==> config.mk <==
export PLATFORM = sky130hd
export DESIGN_NAME = dma_write_engine
export DESIGN_NICKNAME = d
export VERILOG_FILES = /design/src/rtl/dma_write_engine_pkg.sv /design/src/rtl/dma_addr_counter.sv /design/src/rtl/dma_write_engine.sv
export SDC_FILE = /design/constraint.sdc
export NUM_CORES = 1
export LEC_CHECK = 0
export BUFFER_PORTS_ARGS = -buffer_cell sky130_fd_sc_hd__buf_4
export CAP_MARGIN = 0
export CORE_MARGIN = 4
export CORE_UTILIZATION = 40
export CTS_BUF_LIST = sky130_fd_sc_hd__clkbuf_8
export DETAILED_ROUTE_END_ITERATION = 12
export GPL_TIMING_DRIVEN = 0
export HOLD_SLACK_MARGIN = 0.15
export MAX_ROUTING_LAYER = met4
export PLACE_DENSITY = 0.71
export SYNTH_ARGS = -nofsm -noshare
export SYNTH_HDL_FRONTEND = slang
export SYNTH_SLANG_ARGS = --single-unit
==> constraint.sdc <==
create_clock -name clk -period 2.4 [get_ports clk]
set_clock_uncertainty 0.1 [all_clocks]
set_input_delay 0.12 -clock clk [delete_from_list [all_inputs] [get_ports clk]]
set_output_delay 0.12 -clock clk [all_outputs]
set_load 0.05 [all_outputs]
==> src/rtl/dma_write_engine_pkg.sv <==
// Shared DMA definitions: state encodings, block/burst defaults and the terminal
// counter value that the CPU stall logic also watches to anticipate bus release.
package dma_write_engine_pkg;

  // Stand-in for the WORD_SIZE constant of the processor opcode/constants header.
  localparam int DMA_WORD_SIZE   = 16;
  localparam int DMA_TOTAL_WORDS = 12;
  localparam int DMA_BURST_LEN   = 4;
  localparam int DMA_CNT_W       = 4;

  typedef logic [2:0] dma_state_t;

  localparam logic [2:0] ST_IDLE    = 3'd0;
  localparam logic [2:0] ST_REQ     = 3'd1;
  localparam logic [2:0] ST_LOAD    = 3'd2;
  localparam logic [2:0] ST_WRITE   = 3'd3;
  localparam logic [2:0] ST_DONE    = 3'd4;
  localparam logic [2:0] ST_RELEASE = 3'd5;

  function automatic logic [DMA_CNT_W-1:0] dma_terminal_count(input int total_words);
    return DMA_CNT_W'(total_words - 1);
  endfunction

  localparam logic [DMA_CNT_W-1:0] DMA_TERMINAL_COUNT = dma_terminal_count(DMA_TOTAL_WORDS);

endpackage

==> src/rtl/dma_addr_counter.sv <==
// Word counter, base-address register and address adder for the DMA write engine,
// plus terminal-word and burst-boundary detection on the current count.
module dma_addr_counter
  import dma_write_engine_pkg::*;
#(
  parameter int WORD_SIZE   = DMA_WORD_SIZE,
  parameter int TOTAL_WORDS = DMA_TOTAL_WORDS,
  parameter int BURST_LEN   = DMA_BURST_LEN
) (
  input  logic                 clk,
  input  logic                 reset,
  input  logic                 start,
  input  logic [WORD_SIZE-1:0] start_base,
  input  logic                 step,
  output logic [DMA_CNT_W-1:0] count,
  output logic [WORD_SIZE-1:0] word_addr,
  output logic                 last,
  output logic                 burst_end
);

  localparam logic [DMA_CNT_W-1:0] TERMINAL  = dma_terminal_count(TOTAL_WORDS);
  localparam logic [DMA_CNT_W:0]   BURST_MOD = (DMA_CNT_W+1)'(BURST_LEN);
  localparam logic [DMA_CNT_W:0]   BURST_TOP = (DMA_CNT_W+1)'(BURST_LEN - 1);

  logic [WORD_SIZE-1:0] base;
  logic [DMA_CNT_W:0]   count_ext;

  always_ff @(posedge clk or posedge reset) begin
    if (reset) begin
      base  <= '0;
      count <= '0;
    end else if (start) begin
      base  <= start_base;
      count <= '0;
    end else if (step) begin
      count <= count + 1'b1;
    end
  end

  // Address wraps modulo 2^WORD_SIZE by construction of the adder width.
  assign word_addr = base + {{(WORD_SIZE-DMA_CNT_W){1'b0}}, count};
  assign last      = (count == TERMINAL);

  // Extra bit keeps the modulus non-zero when a burst spans all 16 words.
  assign count_ext = {1'b0, count};
  assign burst_end = ((count_ext % BURST_MOD) == BURST_TOP);

endmodule

==> src/rtl/dma_write_engine.sv <==
// Bus-master DMA write engine: BR/BG handshake, then a fixed-length block of device
// words written to memory. Optional macro DMA_CYCLE_STEAL_EN releases the bus between bursts.
module dma_write_engine
  import dma_write_engine_pkg::*;
#(
  parameter int WORD_SIZE   = DMA_WORD_SIZE,
  parameter int TOTAL_WORDS = DMA_TOTAL_WORDS,
  parameter int BURST_LEN   = DMA_BURST_LEN
) (
  input  logic                 clk,
  input  logic                 reset,
  input  logic                 cmd_valid,
  input  logic [WORD_SIZE-1:0] cmd_addr,
  input  logic                 BG,
  output logic                 BR,
  output logic [3:0]           dma_counter,
  input  logic [WORD_SIZE-1:0] dev_data,
  input  logic                 dev_valid,
  output logic                 dev_pop,
  output logic [WORD_SIZE-1:0] mem_addr,
  output logic [WORD_SIZE-1:0] mem_data,
  output logic                 mem_write,
  input  logic                 mem_ack,
  output logic                 dma_end,
  output logic                 busy
);

  dma_state_t           state;
  logic                 start;
  logic                 capture;
  logic                 acked;
  logic                 step;
  logic [3:0]           count;
  logic [WORD_SIZE-1:0] word_addr;
  logic                 last;
  logic                 burst_end;

  assign start   = (state == ST_IDLE) && cmd_valid;
  assign capture = (state == ST_LOAD) && BG && dev_valid;
  // An ack only counts while the grant is held at the same edge.
  assign acked   = (state == ST_WRITE) && BG && mem_ack;
  assign step    = acked && !last;

  dma_addr_counter #(
    .WORD_SIZE  (WORD_SIZE),
    .TOTAL_WORDS(TOTAL_WORDS),
    .BURST_LEN  (BURST_LEN)
  ) u_addr_counter (
    .clk       (clk),
    .reset     (reset),
    .start     (start),
    .start_base(cmd_addr),
    .step      (step),
    .count     (count),
    .word_addr (word_addr),
    .last      (last),
    .burst_end (burst_end)
  );

`ifndef DMA_CYCLE_STEAL_EN
  logic unused_burst_end;
  assign unused_burst_end = burst_end;
`endif

  always_ff @(posedge clk or posedge reset) begin
    if (reset) begin
      state    <= ST_IDLE;
      mem_addr <= '0;
      mem_data <= '0;
    end else begin
      case (state)
        ST_IDLE: begin
          if (cmd_valid) state <= ST_REQ;
        end
        ST_REQ: begin
          if (BG) state <= ST_LOAD;
        end
        ST_LOAD: begin
          if (capture) begin
            mem_data <= dev_data;
            mem_addr <= word_addr;
            state    <= ST_WRITE;
          end
        end
        ST_WRITE: begin
          if (acked) begin
            if (last) state <= ST_DONE;
`ifdef DMA_CYCLE_STEAL_EN
            else if (burst_end) state <= ST_RELEASE;
`endif
            else state <= ST_LOAD;
          end
        end
        ST_DONE: state <= ST_IDLE;
`ifdef DMA_CYCLE_STEAL_EN
        ST_RELEASE: state <= ST_REQ;
`endif
        default: state <= ST_IDLE;
      endcase
    end
  end

  // Bus-facing strobes decode straight from state so reset clears them at once.
  assign BR          = (state == ST_REQ) || (state == ST_LOAD) || (state == ST_WRITE);
  assign busy        = (state != ST_IDLE);
  assign mem_write   = (state == ST_WRITE) && BG;
  assign dev_pop     = capture;
  assign dma_end     = (state == ST_DONE);
  assign dma_counter = count;

endmodule

* Yosys cells after proc, flatten, opt, wreduce, memory -nomap -nowiden
Cells that the tools add are included.
** Storage, ports and cells
- ROM bits :: 0
- Bits in writable memories :: 0
- Output and inout port bits :: 41
- Input port bits :: 38
- Latch bits :: 0
- Memories :: 0
- Register bits after elaboration :: 55
- Logic and storage cells :: 38
** Cells by class
- Bitwise logic cells :: 0
- Div/mod/pow operators :: 0
- Add/sub/neg operators :: 2
- Shift-type cells :: 0
- Multiplexer cells :: 8
- Reductions and logical operators :: 14
- Order comparisons :: 0
- $mul :: 0
- Equality and inequality tests :: 9
** Operator list (number)
- $add 16x4->16 :: 1
- $mux 3 :: 5
- $pmux 3 s4 :: 1
- $mux 4 :: 2
- $ne 2x2->1 const B :: 4
- $eq 3x2->1 const B :: 2
- $logic_and 1x1->1 :: 6
- $add 4x1->4 const B :: 1
- $eq 4x4->1 const B :: 1
- $reduce_and 4->1 :: 1
- $eq 3x1->1 const B :: 1
- $eq 3x3->1 const B :: 1
- $logic_not 3->1 :: 1
- $reduce_bool 3->1 :: 1
- $logic_or 1x1->1 :: 2
- $reduce_and 2->1 :: 1
- $reduce_bool 2->1 :: 1
- $logic_not 1->1 :: 1

* Longest topological paths before layout
- Depth after elaboration :: 6
- Depth in mapped cells :: 7
- Depth with buffers taken out :: 7

* By module
A second synthesis with hierarchy kept.
** Second synthesis, totals
- Cell total of the unflattened synthesis :: 192
- Area, all modules :: 2567.5 µm²
** By module, submodules not included
- dma_write_engine :: area an instance 1436.4 µm², cells an instance 96, seq. area each 875.8 µm², instances 1
- dma_addr_counter :: area an instance 1131.1 µm², cells an instance 96, seq. area each 500.5 µm², instances 1

* Worst setup path after synthesis
Ideal clock, no wire load.
- Path type :: reg-to-reg
- Start :: register u_addr_counter.count[0]
- End :: register mem_addr[4]
- Data required time :: 2.175 ns
- Period minus slack after synthesis :: 2.293 ns
- Buffers on the path :: 0
- Slack :: 0.107 ns
- Data arrival time :: 2.069 ns
- Cell stages (with the launch flop) :: 7
- Setup time :: 0.125 ns
- Cell sequence :: dfrtp_1 > ha_1 > fa_1 > a21o_1 > a21oi_2 > xnor2_1 > mux2_2
** Between the ends
- Longest elaborated chain between the ends :: 1
** RTL lines
- start, declared :: line dma_addr_counter.sv:15 : output logic [DMA_CNT_W-1:0] count,
- start signal, assigned :: line dma_addr_counter.sv:36 : count <= count + 1'b1;
- $add 16x4->16 :: line dma_addr_counter.sv:41 : assign word_addr = base + {{(WORD_SIZE-DMA_CNT_W){1'b0}}, count};
- end signal, assigned :: line dma_write_engine.sv:81 : mem_addr <= word_addr;
- end, declared :: line dma_write_engine.sv:20 : output logic [WORD_SIZE-1:0] mem_addr,
Every way passes these cells.
A chain may end at the register's enable or synchronous reset.

* Worst setup path in the final report
- Start :: register u_addr_counter.count[0]
- End :: register mem_addr[14]
The elaborated chain is that of the path after synthesis.

==> impl_metrics.csv <==
group,metric,value,unit
sta,fin_ws,0.168,ns
detailed_routing,wl_per_cell,14.0,µm
sta,finalSetupTns,0,ns
cts,cts_resized,0,
critical_path,cp_top_family,"adder cells",
pwr,p_leak,0.00169,µW
finish,drive_above_1_share,42.0,%
cts,path_clk_slew,0.09,ns
critical_path,critPathKind,"reg2reg",
die,die_w,87.7,µm
cts,cts_tree,"done",
sta,setup_violations,0,
detailed_routing,vias_per_cell,4.80,
yosys,synthCells,204,
sta,period_share,93.0,%
global_route,grt_max_degree,36,
yosys,ys_seq_elements,55,
critical_path,slowest_delay,0.45,ns
yosys,yosys.cell_types.count,36,
yosys,syn_area_per_cell,12.5,µm²
detailed_routing,dr.pass1.iters,4,
worst_hold_path,min_path_type,"in2reg",
finish,area.growth.synth_to_final,45.2,%
die,rows,28,
sta,worstMarginPinSlew,0.467,ns
cts,root_buffer,"clkbuf_8",
global_route,overflow,0,
flow_run,cap_viol_max_count,0,
die,dieArea,7690,µm²
pwr,powerDensity,1220,nW/µm²
sta,fmax,448,MHz
detailed_routing,drc_errors,0,
detailed_routing,detail-route-antenna-nets,0,
cts,clock_latency,0.30,ns
sta,drv_slew,0,
die,io_pins,79,
place,hpwl,4.00,mm
sta,hold_viol,0,
yosys,netlist.area_leader.share,54.2,%
finish,fin_area,3690,µm²
global_route,grtUsageTotal,15.8,%
cts,clock_sinks,55,
die,die_height,87.7,µm
sta,rsz0062_at_grt,"false",
sta,period_needed,2.23,ns
place,numPortBuffers,78,
critical_path,worst-endpoint-arrival,2.31,ns
finish,n_antenna_cell,0,
pwr,irDropWorstVdd,0.884,mV
finish,fin_nets,370,
die,initial_core_util,42.2,%
critical_path,slowest_stage,"dfrtp_1",
sta,slew_headroom,68.8,%
cts,cts_buffers,5,
yosys,synth_top_cell_by_area,"dfrtp_1",
cts,postCtsHoldBufs,36,
place,place_congestion,0.739,
critical_path,cp-start-kind,"flop",
place,place_area,3240,µm²
cts,postCtsSetupBuffers,0,
die,core_area,6030,µm²
cts,cts_buffer_depth,2,
yosys,ys_seq_area_share,54.2,%
cts,h-tree-depth,2,
critical_path,crit_buf_inv,0,
place,pre_cts_slack,0.182,ns
yosys,ys_top_cells_by_area,"dfrtp_1, mux2_2, xnor2_1, nor2_1, a21oi_1",
sta,hold_slack,0.211,ns
critical_path,setup.worst_path.end_class,"flop",
critical_path,worstPathRequired,2.48,ns
finish,fillers,506,
global_route,antenna_found_initial,0,
yosys,ys_warn_count,0,
detailed_routing,vias,1924,
outcome,outcome,"finished, final reports clean",
critical_path,crit_chain,"ha_1 > fa_1 > a21o_1 > a21oi_2 > nor3_1 > xnor2_1 > a21oi_1",
global_route,grt_pass1_wl,9.23,mm
finish,fin_cells,401,
global_route,grt_pass1_vias,1930,
critical_path,path_max_fanout,6,
detailed_routing,postRouteWirelength,5.62,mm
yosys,synth_area,2540,µm²
yosys,synth_fp_nets,248,
detailed_routing,initialDrtViolationCount,65,
place,place_inst,358,
[routing by layer]
layer	vias to the layer above	wire [µm]	track usage, %
met3	6	364	3.67
li1	946	-	-
met1	915	2520	20.6
met5	-	0	-
met2	57	2680	25.2
met4	0	54	3.35
[cell families (layout without fill, tap and decap cells)]
group	Yosys count	count (layout)	synth area share, %
adders and majority gates	6	6	3.25
DFF	55	55	54.2
xor gates and xnor gates	16	16	5.51
AOI/OAI and AO/OA	25	25	6.01
buffers and inverters	10	132	2.31
and+or+nand+nor	55	55	12.4
muxes	37	37	16.3
[worst register-to-register path, delay by kind of cell (launching register included)]
| family | cells | cell delay [ns] |
|---|---|---|
| AND/OR/NAND/NOR | 1 | 0.13 |
| flip-flops | 1 | 0.45 |
| AO/OA/AOI/OAI | 3 | 0.60 |
| XOR/XNOR | 1 | 0.16 |
| adder cells (fa/ha/maj) | 2 | 0.68 |
[Yosys cell counts]
cell      number
nand3_4        1
mux2_1         2
xor2_1         2
o21bai_1       1
a211oi_1       1
nand3b_2       1
nand4_1        2
nor3_1         4
ha_1           5
a21oi_1       15
nor3_4         1
a211o_1        1
mux2_2        34
mux2i_1        1
nor4b_2        2
a21oi_2        2
o21ai_0        1
xnor2_1       14
o41ai_1        1
inv_1          3
buf_2          2
nor2_4         1
and4_4         1
or3_1          1
buf_4          5
and2_1         1
nand2b_1       2
dfrtp_1       55
o21a_1         1
nor2b_1        2
a21o_1         2
nor3b_1        2
and3b_1        1
nor2_1        25
nand2_1        8
fa_1           1
[metrics by stage]
stage | utilization, % | power (µW)
2_1_floorplan | - | 3220
3_3_place_gp | 53.4 | 3930
3_5_place_dp | 53.8 | 3980
4_1_cts | 61.2 | 4560
5_1_grt | 61.2 | 4760
6_report | 61.2 | 4500
[worst paths after layout]
path	from	to	slack (ns)	cells past startpoint
hold / removal	mem_ack	u_addr_counter.count[0]$_DFFE_PP0P_	0.21	5
setup reg to reg	u_addr_counter.count[0]$_DFFE_PP0P_	mem_addr[14]$_DFFE_PP0P_	0.17	7
hold reg to reg	mem_addr[0]$_DFFE_PP0P_	mem_addr[0]$_DFFE_PP0P_	0.41	1
setup / recovery	u_addr_counter.count[0]$_DFFE_PP0P_	mem_addr[14]$_DFFE_PP0P_	0.17	7
max in group asynchronous	reset	u_addr_counter.base[1]$_DFFE_PP0P_	1.35	4
min in group asynchronous	reset	u_addr_counter.base[11]$_DFFE_PP0P_	0.32	3
[state kept, by name, summed over array words and instances, names as in the netlist]
register / flops
mem_data: 16
u_addr_counter.count: 4
mem_addr: 16
u_addr_counter.base: 16
state: 3
[cell usage in the layout, fill, tap and decap left out, types with 4 or more instances in the layout]
master,n
clkbuf_8,6
mux2_2,34
nand2_1,8
xnor2_1,14
dfrtp_1,55
buf_4,83
dlygate4sd3_1,36
nor3_1,4
a21oi_1,15
ha_1,5
nor2_1,25
[area by class of cell]
class                   instances  area (µm²)  share of cell area, %
flip-flops and latches         55        1380                   37.3
multi-input cells             139        1110                   30.0
repair buffers                115         966                   26.2
well taps                      75        93.8                   2.54
clock buffers                   6        82.6                   2.24
plain buffers                   7        47.5                   1.29
inverters                       3        11.3                  0.305
clock inverters                 1        5.00                  0.136
[report_power, final]
part / switching, µW / leakage (µW) / internal [µW]
clock network: 276 / 0.0000470 / 227
logic: 1620 / 0.000979 / 870
registers: 240 / 0.000662 / 1270
No activity file was read; power rests on OpenSTA's default activity.
